===== config.mk =====
export PLATFORM = sky130hd
export DESIGN_NAME = csr_irq_unit
export DESIGN_NICKNAME = d
export VERILOG_FILES = /design/src/rtl/csr_pkg.sv /design/src/rtl/csr_irq_arbiter.sv /design/src/rtl/csr_irq_unit.sv
export SDC_FILE = /design/constraint.sdc
export NUM_CORES = 1
export LEC_CHECK = 0
export CAP_MARGIN = 20
export CORE_MARGIN = 2
export CORE_UTILIZATION = 45
export CTS_BUF_LIST = sky130_fd_sc_hd__clkbuf_16
export DETAILED_ROUTE_END_ITERATION = 12
export HOLD_SLACK_MARGIN = 0.05
export PLACE_DENSITY = 0.62
export SETUP_SLACK_MARGIN = 0.05
export SYNTH_ARGS = -nofsm -noshare
export SYNTH_HDL_FRONTEND = slang
export SYNTH_SLANG_ARGS = --single-unit
export TNS_END_PERCENT = 100

===== constraint.sdc =====
create_clock -name clk -period 16.5 [get_ports clk]
set_clock_uncertainty 0.05 [all_clocks]
set_input_delay 3.3 -clock clk [delete_from_list [all_inputs] [get_ports clk]]
set_output_delay 3.3 -clock clk [all_outputs]
set_load 0.01 [all_outputs]

===== src/rtl/csr_pkg.sv =====
// Shared definitions for the machine-mode CSR file and interrupt controller:
// CSR addresses, Zicsr op encodings, cause codes and the WFI state type.
package csr_pkg;

  localparam logic [11:0] CSR_MSTATUS   = 12'h300;
  localparam logic [11:0] CSR_MIE       = 12'h304;
  localparam logic [11:0] CSR_MTVEC     = 12'h305;
  localparam logic [11:0] CSR_MSCRATCH  = 12'h340;
  localparam logic [11:0] CSR_MEPC      = 12'h341;
  localparam logic [11:0] CSR_MCAUSE    = 12'h342;
  localparam logic [11:0] CSR_MIP       = 12'h344;
  localparam logic [11:0] CSR_MCYCLE    = 12'hB00;
  localparam logic [11:0] CSR_MINSTRET  = 12'hB02;
  localparam logic [11:0] CSR_MCYCLEH   = 12'hB80;
  localparam logic [11:0] CSR_MINSTRETH = 12'hB82;

  typedef enum logic [2:0] {
    F3_RW  = 3'b001,
    F3_RS  = 3'b010,
    F3_RC  = 3'b011,
    F3_RWI = 3'b101,
    F3_RSI = 3'b110,
    F3_RCI = 3'b111
  } csr_funct3_t;

  localparam logic [4:0] CAUSE_MEI        = 5'd11;
  localparam logic [4:0] CAUSE_MSI        = 5'd3;
  localparam logic [4:0] CAUSE_MTI        = 5'd7;
  localparam logic [4:0] CAUSE_LOCAL_BASE = 5'd16;

  typedef enum logic {
    RUN   = 1'b0,
    SLEEP = 1'b1
  } wfi_state_t;

  // op is funct3[1:0]: 01 write, 10 set bits, 11 clear bits.
  function automatic logic [31:0] csr_apply(input logic [1:0]  op,
                                            input logic [31:0] old,
                                            input logic [31:0] src);
    logic [31:0] res;
    case (op)
      2'b01:   res = src;
      2'b10:   res = old | src;
      2'b11:   res = old & ~src;
      default: res = old;
    endcase
    return res;
  endfunction

endpackage


===== src/rtl/csr_irq_arbiter.sv =====
// Fixed-priority interrupt arbiter: MEI > MSI > MTI > platform lines,
// lowest platform index first.
module csr_irq_arbiter
  import csr_pkg::*;
#(
  parameter int NUM_LOCAL = 4
) (
  input  logic [16+NUM_LOCAL-1:0] pend,
  output logic                    any,
  output logic [4:0]              code
);

  always_comb begin
    any  = |pend;
    code = '0;
    // Walk from lowest to highest priority so the last hit wins.
    for (int i = NUM_LOCAL - 1; i >= 0; i--) begin
      if (pend[16+i]) code = CAUSE_LOCAL_BASE + 5'(i);
    end
    if (pend[CAUSE_MTI]) code = CAUSE_MTI;
    if (pend[CAUSE_MSI]) code = CAUSE_MSI;
    if (pend[CAUSE_MEI]) code = CAUSE_MEI;
  end

endmodule


===== src/rtl/csr_irq_unit.sv =====
// Machine-mode CSR file, counters, interrupt controller and WFI sleep FSM.
// Define CSR_VECTORED_EN to make mtvec[1:0] writable and enable vectored dispatch.
module csr_irq_unit
  import csr_pkg::*;
#(
  parameter int          NUM_LOCAL = 4,
  parameter logic [31:0] MTVEC_RST = 32'h0000_0288
) (
  input  logic                 clk,
  input  logic                 rst,
  input  logic                 stall,
  input  logic                 csr_valid,
  input  logic [11:0]          csr_addr,
  input  logic [2:0]           csr_funct3,
  input  logic [4:0]           csr_rs1_idx,
  input  logic [31:0]          csr_rs1_data,
  output logic [31:0]          csr_rdata,
  input  logic [31:0]          ex_pc,
  input  logic                 retire,
  input  logic                 mret,
  input  logic                 wfi,
  input  logic                 irq_mei,
  input  logic                 irq_msi,
  input  logic                 irq_mti,
  input  logic [NUM_LOCAL-1:0] irq_local,
  output logic                 redirect,
  output logic [31:0]          redirect_pc,
  output logic                 sleep,
  output logic                 irq_active
);

  localparam int PW = 16 + NUM_LOCAL;

`ifdef CSR_VECTORED_EN
  localparam logic [31:0] MTVEC_INIT = {MTVEC_RST[31:2], 1'b0, MTVEC_RST[0]};
`else
  localparam logic [31:0] MTVEC_INIT = {MTVEC_RST[31:2], 2'b00};
`endif

  logic        mstatus_mie;
  logic        mstatus_mpie;
  logic [31:0] mie;
  logic [31:0] mtvec;
  logic [31:0] mepc;
  logic [31:0] mcause;
  logic [31:0] mscratch;
  logic [63:0] mcycle;
  logic [63:0] minstret;
  logic [31:0] wfi_pc;
  wfi_state_t  state;

  logic [31:0] mip_live;
  logic [31:0] mstatus_rd;
  logic [PW-1:0] pend;
  logic        irq_any;
  logic [4:0]  irq_code;

  always_comb begin
    mip_live = '0;
    mip_live[CAUSE_MSI] = irq_msi;
    mip_live[CAUSE_MTI] = irq_mti;
    mip_live[CAUSE_MEI] = irq_mei;
    for (int i = 0; i < NUM_LOCAL; i++) mip_live[16+i] = irq_local[i];
  end

  assign pend = mip_live[PW-1:0] & mie[PW-1:0];

  csr_irq_arbiter #(
    .NUM_LOCAL(NUM_LOCAL)
  ) u_arb (
    .pend(pend),
    .any (irq_any),
    .code(irq_code)
  );

  // Event decode: a trap pre-empts any CSR write or mret in the same cycle.
  logic        take;
  logic        wake;
  logic        resume;
  logic        mret_do;
  logic        go_sleep;
  logic        in_run;

  assign in_run   = (state == RUN);
  assign take     = mstatus_mie & irq_any & ~stall;
  assign wake     = ~in_run & irq_any & ~stall;
  assign resume   = wake & ~mstatus_mie;
  assign mret_do  = mret & ~stall & ~take & in_run;
  assign go_sleep = in_run & wfi & ~stall & ~irq_any;

  logic [31:0] trap_base;
  logic [31:0] trap_pc;
  logic [31:0] trap_epc;
  logic [31:0] resume_pc;

  assign trap_base = {mtvec[31:2], 2'b00};
  assign trap_pc   = (mtvec[1:0] == 2'b01) ? trap_base + {25'b0, irq_code, 2'b00}
                                           : trap_base;
  assign resume_pc = wfi_pc + 32'd4;
  assign trap_epc  = in_run ? ex_pc : resume_pc;

  always_comb begin
    redirect    = take | resume | mret_do;
    redirect_pc = '0;
    if (take)         redirect_pc = trap_pc;
    else if (resume)  redirect_pc = resume_pc;
    else if (mret_do) redirect_pc = mepc;
  end

  assign sleep      = ~in_run;
  assign irq_active = mstatus_mie;

  assign mstatus_rd = {19'b0, 2'b11, 3'b0, mstatus_mpie, 3'b0, mstatus_mie, 3'b0};

  always_comb begin
    csr_rdata = '0;
    case (csr_addr)
      CSR_MSTATUS:   csr_rdata = mstatus_rd;
      CSR_MIE:       csr_rdata = mie;
      CSR_MIP:       csr_rdata = mip_live;
      CSR_MTVEC:     csr_rdata = mtvec;
      CSR_MEPC:      csr_rdata = mepc;
      CSR_MCAUSE:    csr_rdata = mcause;
      CSR_MSCRATCH:  csr_rdata = mscratch;
      CSR_MCYCLE:    csr_rdata = mcycle[31:0];
      CSR_MCYCLEH:   csr_rdata = mcycle[63:32];
      CSR_MINSTRET:  csr_rdata = minstret[31:0];
      CSR_MINSTRETH: csr_rdata = minstret[63:32];
      default:       csr_rdata = '0;
    endcase
  end

  // Zicsr write path: set/clear forms with a zero source index do not write.
  logic [31:0] wr_src;
  logic [31:0] wr_data;
  logic        wr_en;

  assign wr_src  = csr_funct3[2] ? {27'b0, csr_rs1_idx} : csr_rs1_data;
  assign wr_data = csr_apply(csr_funct3[1:0], csr_rdata, wr_src);
  assign wr_en   = csr_valid & ~stall & ~take & in_run &
                   (csr_funct3[1:0] != 2'b00) &
                   (~csr_funct3[1] | (csr_rs1_idx != 5'd0));

  always_ff @(posedge clk or posedge rst) begin
    if (rst) begin
      mstatus_mie  <= 1'b0;
      mstatus_mpie <= 1'b0;
      mie          <= '0;
      mtvec        <= MTVEC_INIT;
      mepc         <= '0;
      mcause       <= '0;
      mscratch     <= '0;
    end else begin
      if (wr_en) begin
        case (csr_addr)
          CSR_MSTATUS: begin
            mstatus_mie  <= wr_data[3];
            mstatus_mpie <= wr_data[7];
          end
          CSR_MIE:      mie      <= wr_data;
`ifdef CSR_VECTORED_EN
          CSR_MTVEC:    mtvec    <= {wr_data[31:2], 1'b0, wr_data[0]};
`else
          CSR_MTVEC:    mtvec    <= {wr_data[31:2], 2'b00};
`endif
          CSR_MEPC:     mepc     <= {wr_data[31:2], 2'b00};
          CSR_MCAUSE:   mcause   <= wr_data;
          CSR_MSCRATCH: mscratch <= wr_data;
          default: ;
        endcase
      end
      if (take) begin
        mepc         <= {trap_epc[31:2], 2'b00};
        mcause       <= {1'b1, 26'b0, irq_code};
        mstatus_mpie <= mstatus_mie;
        mstatus_mie  <= 1'b0;
      end else if (mret_do) begin
        mstatus_mie  <= mstatus_mpie;
        mstatus_mpie <= 1'b1;
      end
    end
  end

  // Counters: a write to one half replaces that half and freezes the other.
  always_ff @(posedge clk or posedge rst) begin
    if (rst) begin
      mcycle   <= '0;
      minstret <= '0;
    end else begin
      if (wr_en && csr_addr == CSR_MCYCLE)
        mcycle <= {mcycle[63:32], wr_data};
      else if (wr_en && csr_addr == CSR_MCYCLEH)
        mcycle <= {wr_data, mcycle[31:0]};
      else
        mcycle <= mcycle + 64'd1;

      if (wr_en && csr_addr == CSR_MINSTRET)
        minstret <= {minstret[63:32], wr_data};
      else if (wr_en && csr_addr == CSR_MINSTRETH)
        minstret <= {wr_data, minstret[31:0]};
      else if (retire && !stall)
        minstret <= minstret + 64'd1;
    end
  end

  always_ff @(posedge clk or posedge rst) begin
    if (rst) begin
      state  <= RUN;
      wfi_pc <= '0;
    end else begin
      case (state)
        RUN: begin
          if (go_sleep) begin
            state  <= SLEEP;
            wfi_pc <= ex_pc;
          end
        end
        SLEEP: begin
          if (wake) state <= RUN;
        end
        default: state <= RUN;
      endcase
    end
  end

endmodule


### After elaboration in Yosys (flattened, before gate mapping)

Cells that the tools add are included.

* reductions and logical operators: 25
* multiplexer cells: 36
* $add $sub $neg: 3
* equality and inequality tests: 16
* bitwise gates (word level): 30

Operators with widths (number)
* 32-bit two-way mux: 13
* 32-bit case mux with 11 select lines: 1
* 64-bit two-way mux: 3
* 64-bit by 1-bit adder with 64-bit output (second input constant): 2
* 32-bit case mux with 3 select lines: 1
* 12-bit by 10-bit == test with 1-bit output (second input constant): 7
* 12-bit == test (second input constant): 4
* 5-bit two-way mux: 7
* 32-bit by 3-bit adder with 32-bit output (second input constant): 1
* 32-bit bitwise AND: 1
* 32-bit NOT: 1
* 32-bit bitwise OR: 1
* 20-bit bitwise AND: 1
* 20-bit OR reduction: 1
* 2-bit AND reduction: 9
* 1-bit bitwise AND: 16
* 2-bit nonzero test: 6
* 1-bit two-way mux: 10
* 1-bit NOT: 7
* 3-bit nonzero test: 2
* 1-bit logical AND: 5
* 5-bit nonzero test: 1
* 2-bit == test (second input constant): 2
* 2-bit != test (second input constant): 2
* other kinds (4): 6

* logic and storage cells: 123
* bits of input ports: 98
* output and inout bits: 67
* flip-flop bits (word level): 321

### Depth between registers and ports, before layout

* word-level depth: 12
* mapped depth: 12
* depth with buffers taken out: 8

### By module

A second synthesis with hierarchy kept.

* cell total of the unflattened synthesis: 2364
* area, all modules: 19859.0 um^2

By module, submodules not included
* csr_irq_unit: instances 1, area each 19769.0 um^2, sequential area each 7986.4 um^2, cells an instance 2349
* csr_irq_arbiter: instances 1, area each 90.1 um^2, sequential area each 0.0 um^2, cells an instance 15

### Least setup slack after synthesis

Ideal clock, no wire load.

* kind: input -> output
* start point: input irq_msi
* end point: output redirect_pc[3]
* data arrival time: 5092 ps
* required time: 13150 ps
* cell stages on the path: 6
* path slack: 8058 ps
* path buffers: 2
* cell sequence: a222oi_1 a311oi_2 clkbuf_1 clkbuf_1 a222oi_1 inv_1

* cells in the longest elaborated chain, start to end: 10
* elaborated cells on any way between the ends: 13
* those cells by class: mux: 3; bitwise: 9; reduce/logical: 1

Ends and longest elaborated chain
* from (decl): RTL line csr_irq_unit.sv:23 `input logic irq_msi,`
* 20-bit bitwise AND *: RTL line csr_irq_unit.sv:66 `assign pend = mip_live[PW-1:0] & mie[PW-1:0];`
* 20-bit OR reduction *: RTL line csr_irq_arbiter.sv:14 `any = |pend;`
* 1-bit bitwise AND (2 in a row): RTL line csr_irq_unit.sv:85 `assign take = mstatus_mie & irq_any & ~stall;`
* 1-bit NOT: RTL line csr_irq_unit.sv:88 `assign mret_do = mret & ~stall & ~take & in_run;`
* 1-bit bitwise AND (2 in a row): RTL line csr_irq_unit.sv:88
* 32-bit two-way mux: RTL line csr_irq_unit.sv:107 `else if (mret_do) redirect_pc = mepc;`
* 32-bit two-way mux: RTL line csr_irq_unit.sv:106 `else if (resume) redirect_pc = resume_pc;`
* 32-bit two-way mux *: RTL line csr_irq_unit.sv:105 `if (take) redirect_pc = trap_pc;`
* to (decl): RTL line csr_irq_unit.sv:27 `output logic [31:0] redirect_pc,`

Every way passes the cells marked *; elsewhere a longest branch is shown, timed or not.

### Worst setup path after layout

* start point: input csr_addr[2]
* end point: output csr_rdata[18]

* cells in the longest elaborated chain, start to end: 2
* elaborated cells on any way between the ends: 12
* those cells by class: eq/ne: 11; mux: 1

Ends and longest elaborated chain
* from (decl): RTL line csr_irq_unit.sv:13 `input logic [11:0] csr_addr,`
* 12-bit == test or 12-bit by 10-bit == test with 1-bit output (tied branches): RTL line csr_irq_unit.sv:117 `case (csr_addr)`
* 32-bit case mux with 11 select lines *: RTL line csr_irq_unit.sv:117
* to (decl): RTL line csr_irq_unit.sv:17 `output logic [31:0] csr_rdata,`

Marked as above.

==> metrics <==
Mapped Cells 2,275; Post-synth EDFFs 0; fraction of layout cells with a size suffix above 1 9.41%; Buffers on Ports between 150 and 200; area leader, netlist dfrtp_1; dominant cell by count in the synthesized netlist dfrtp_1; clk slew on worst S/H paths ~0.050 ns; post-DR wirelength/cell approximately 28 µm; Worst Setup Start Kind input port; Core Area ~0.044 mm²; PwrDens 80.7 mW/mm²; TritonRoute pass-1 iters 7; Mapped Area between 0.015 and 0.02 mm²; fin crit share between 60 and 70%; asr flop ratio synth 100%; worst-margin pin slew approximately 1.2 ns; die area 0.0460 mm²; Detail Placement HPWL slightly above 60,000 µm; main combinational cell family by area after synthesis compound AO/OA/AOI/OAI gates; # resized after CTS 0; Synth area leaders dfrtp_1 40%, o21ai_0 7.0%, nand2_1 5.0%; static leakage between 9 and 10 nW; Die Height 214 µm; Placed Cells roughly 2,900; gp weighted congestion around 1.0; die width 214 µm; clock insertion delay at the later pin of the skew report about 0.58 ns; Hold WC Path Type reg2reg; CP Data Required Time 13.15 ns; DRT antenna net count 0; Placement Cell Area around 0.022 mm²; Initial Util 45.4%; Setup-failing EPs final 0; pin count of the biggest net entering global routing around 120; Hold Fails Final Rpt 0; # IOs ~170; met1 usage in global routing 49.3%; TritonCTS clock tree yes; cell area after layout around 0.023 mm²; Compound-Gate Fraction of Synth Area ~25%; Global Route Usage Sum between 30 and 40%; setup TNS 0 ns; post-synthesis sequential area ratio 40.1%; area grow syn2layout 16.9%; GR Overflow Total 0; met2 Track Usage GR 53.6%; fin crit period about 10 ns; flops & latches, synth around 320; drt first-iter violations about 3,000; first-pass GRT wire length about 130,000 µm; crit path kind in2out; Simple-Gate Fraction of Synth Area between 20 and 25%; clock root buffer clkbuf_16; worst-case clock buffer depth 3; crit-path max FO 16; DRT Wirelength 84,400 µm; gr busiest metal met2; fin cells about 3,000; xor and xnor area share after synthesis 3.82%; final slew viol count 0; post-synthesis net count between 2,000 and 2,500; RSZ-0062 raised after global routing false; Post-Synth Adder-Cell Area less than 1%; mux contribution to synthesized area under 10%; GR Util met3 ~7.0%; Synth Flop Type dfrtp_1; Synth cell types 93; Post-synth top cells 316 x dfrtp_1, 279 x o21ai_0, 268 x nand2_1; Worst setup EP type output pin; final-layout fill cell count 4,197; CP arrival just over 7 ns; status complete, no violations; Worst IR Drop VDD roughly 0.095 mV; headroom to the max-slew limit 18.6%; clock sink count between 300 and 400; post-route core utilization a little over half; Warnings, synthesis 0; post-CTS setup buffer count 0; Mapped Avg Cell Area 8.76 µm²; total CTS buffers 40; hold_buf cts 0; DRC errors left 0; via density per instance roughly 6.8; Max Cap Violations 0; Hold WS ~0.43 ns; Fmax achieved 95.6 MHz; Site Rows slightly below 80; initial antenna violation count 2; vias in the first global route 19,100; H-Tree Depth 2; vias post-DR slightly above 20,000; Synth top area share between 30% and 40%; Post-layout nets 2,464
-- where the power goes --
| part | switching (W) | total, W | internal (W) |
|---|---|---|---|
| Clock | 0.000366 | 0.000837 | 0.000471 |
| Sequential | 0.0000410 | 0.000851 | 0.000810 |
| Combinational | 0.000117 | 0.000192 | 0.0000757 |
| Total | 0.000524 | 0.00188 | 0.00136 |
-- flip-flops by register name (all words and copies together), names as in the netlist --
signal	count
minstret	64
mie	32
mcycle	64
sleep	1
mepc	30
wfi_pc	32
mscratch	32
mstatus_mpie	1
mtvec	30
mcause	32
irq_active	1
-- kinds of logic after synthesis --
logic type,Yosys count
AO/OA/AOI/OAI,761
XOR/XNOR,87
buffers and inverters,197
AND/OR/NAND/NOR,816
adder cells (fa/ha/maj),3
multiplexers,92
flip-flops,319
-- layer usage --
layer | up-vias | routed length (µm)
met4 | 2 | 5380
met2 | 1251 | 36500
met5 | - | 13
met1 | 9987 | 34100
met3 | 249 | 8420
li1 | 8789 | -
-- final cells by class --
cell class,instances,area [µm²],share of cell area (%)
multi-input cells,1759,11200,47.9
inverters,25,101,0.435
diodes,1,2.50,0.0107
flip-flops and latches,319,7990,34.3
repair buffers,218,2110,9.05
clock inverters,29,196,0.843
well taps,592,741,3.18
clock buffers,40,1000,4.30
-- layout by cell type (no fill, tap or decap), types with 16 or more instances in the layout --
cell type          n
o21ai_0          279
a22oi_1           65
o211ai_1          25
dfrtp_1          315
clkbuf_16         40
a21oi_1           91
inv_1             28
buf_4             46
nor4_1            21
nor2b_1           27
mux2i_1           37
nand2_1          267
a31oi_1           38
nor3_1            31
xnor2_1           41
xor2_1            46
and2_1            34
a222oi_1          41
mux2_2            55
o22ai_1           18
nand2b_1          16
a211oi_1          20
o21ai_1           47
clkdlybuf4s50_1  162
nor2_1            96
and4_1            26
and3_1            47
nand3_1          107
nand4_1           63
-- critical path, stage by stage --
cell and delay, ns:
clkdlybuf4s50_1 0.74, or4_1 0.82, nor3_2 0.81, buf_4 0.38
a222oi_1 0.21, nand4_1 0.27, clkdlybuf4s50_1 0.58
-- worst paths after layout --
path / start / endpoint / slack, ns / cells past startpoint
max in group asynchronous: rst / mcycle[10] / 10.77 / 4
hold / removal: mie[26] / mie[26] / 0.43 / 2
min in group asynchronous: rst / wfi_pc[24] / 3.23 / 2
hold reg to reg: mie[26] / mie[26] / 0.43 / 2
setup reg to reg: sleep / minstret[41] / 12.25 / 8
setup / recovery: csr_addr[2] / csr_rdata[18] / 6.04 / 7
-- through the flow --
step	power, W	setup WS [ns]
after global routing	0.00193	5.97
final	0.00188	6.04
after floorplan	0.000957	4.33
after CTS	0.00188	6.14
after detailed placement	0.00105	6.14
after global placement	0.00104	6.21
No activity file was read; power rests on OpenSTA's default activity.
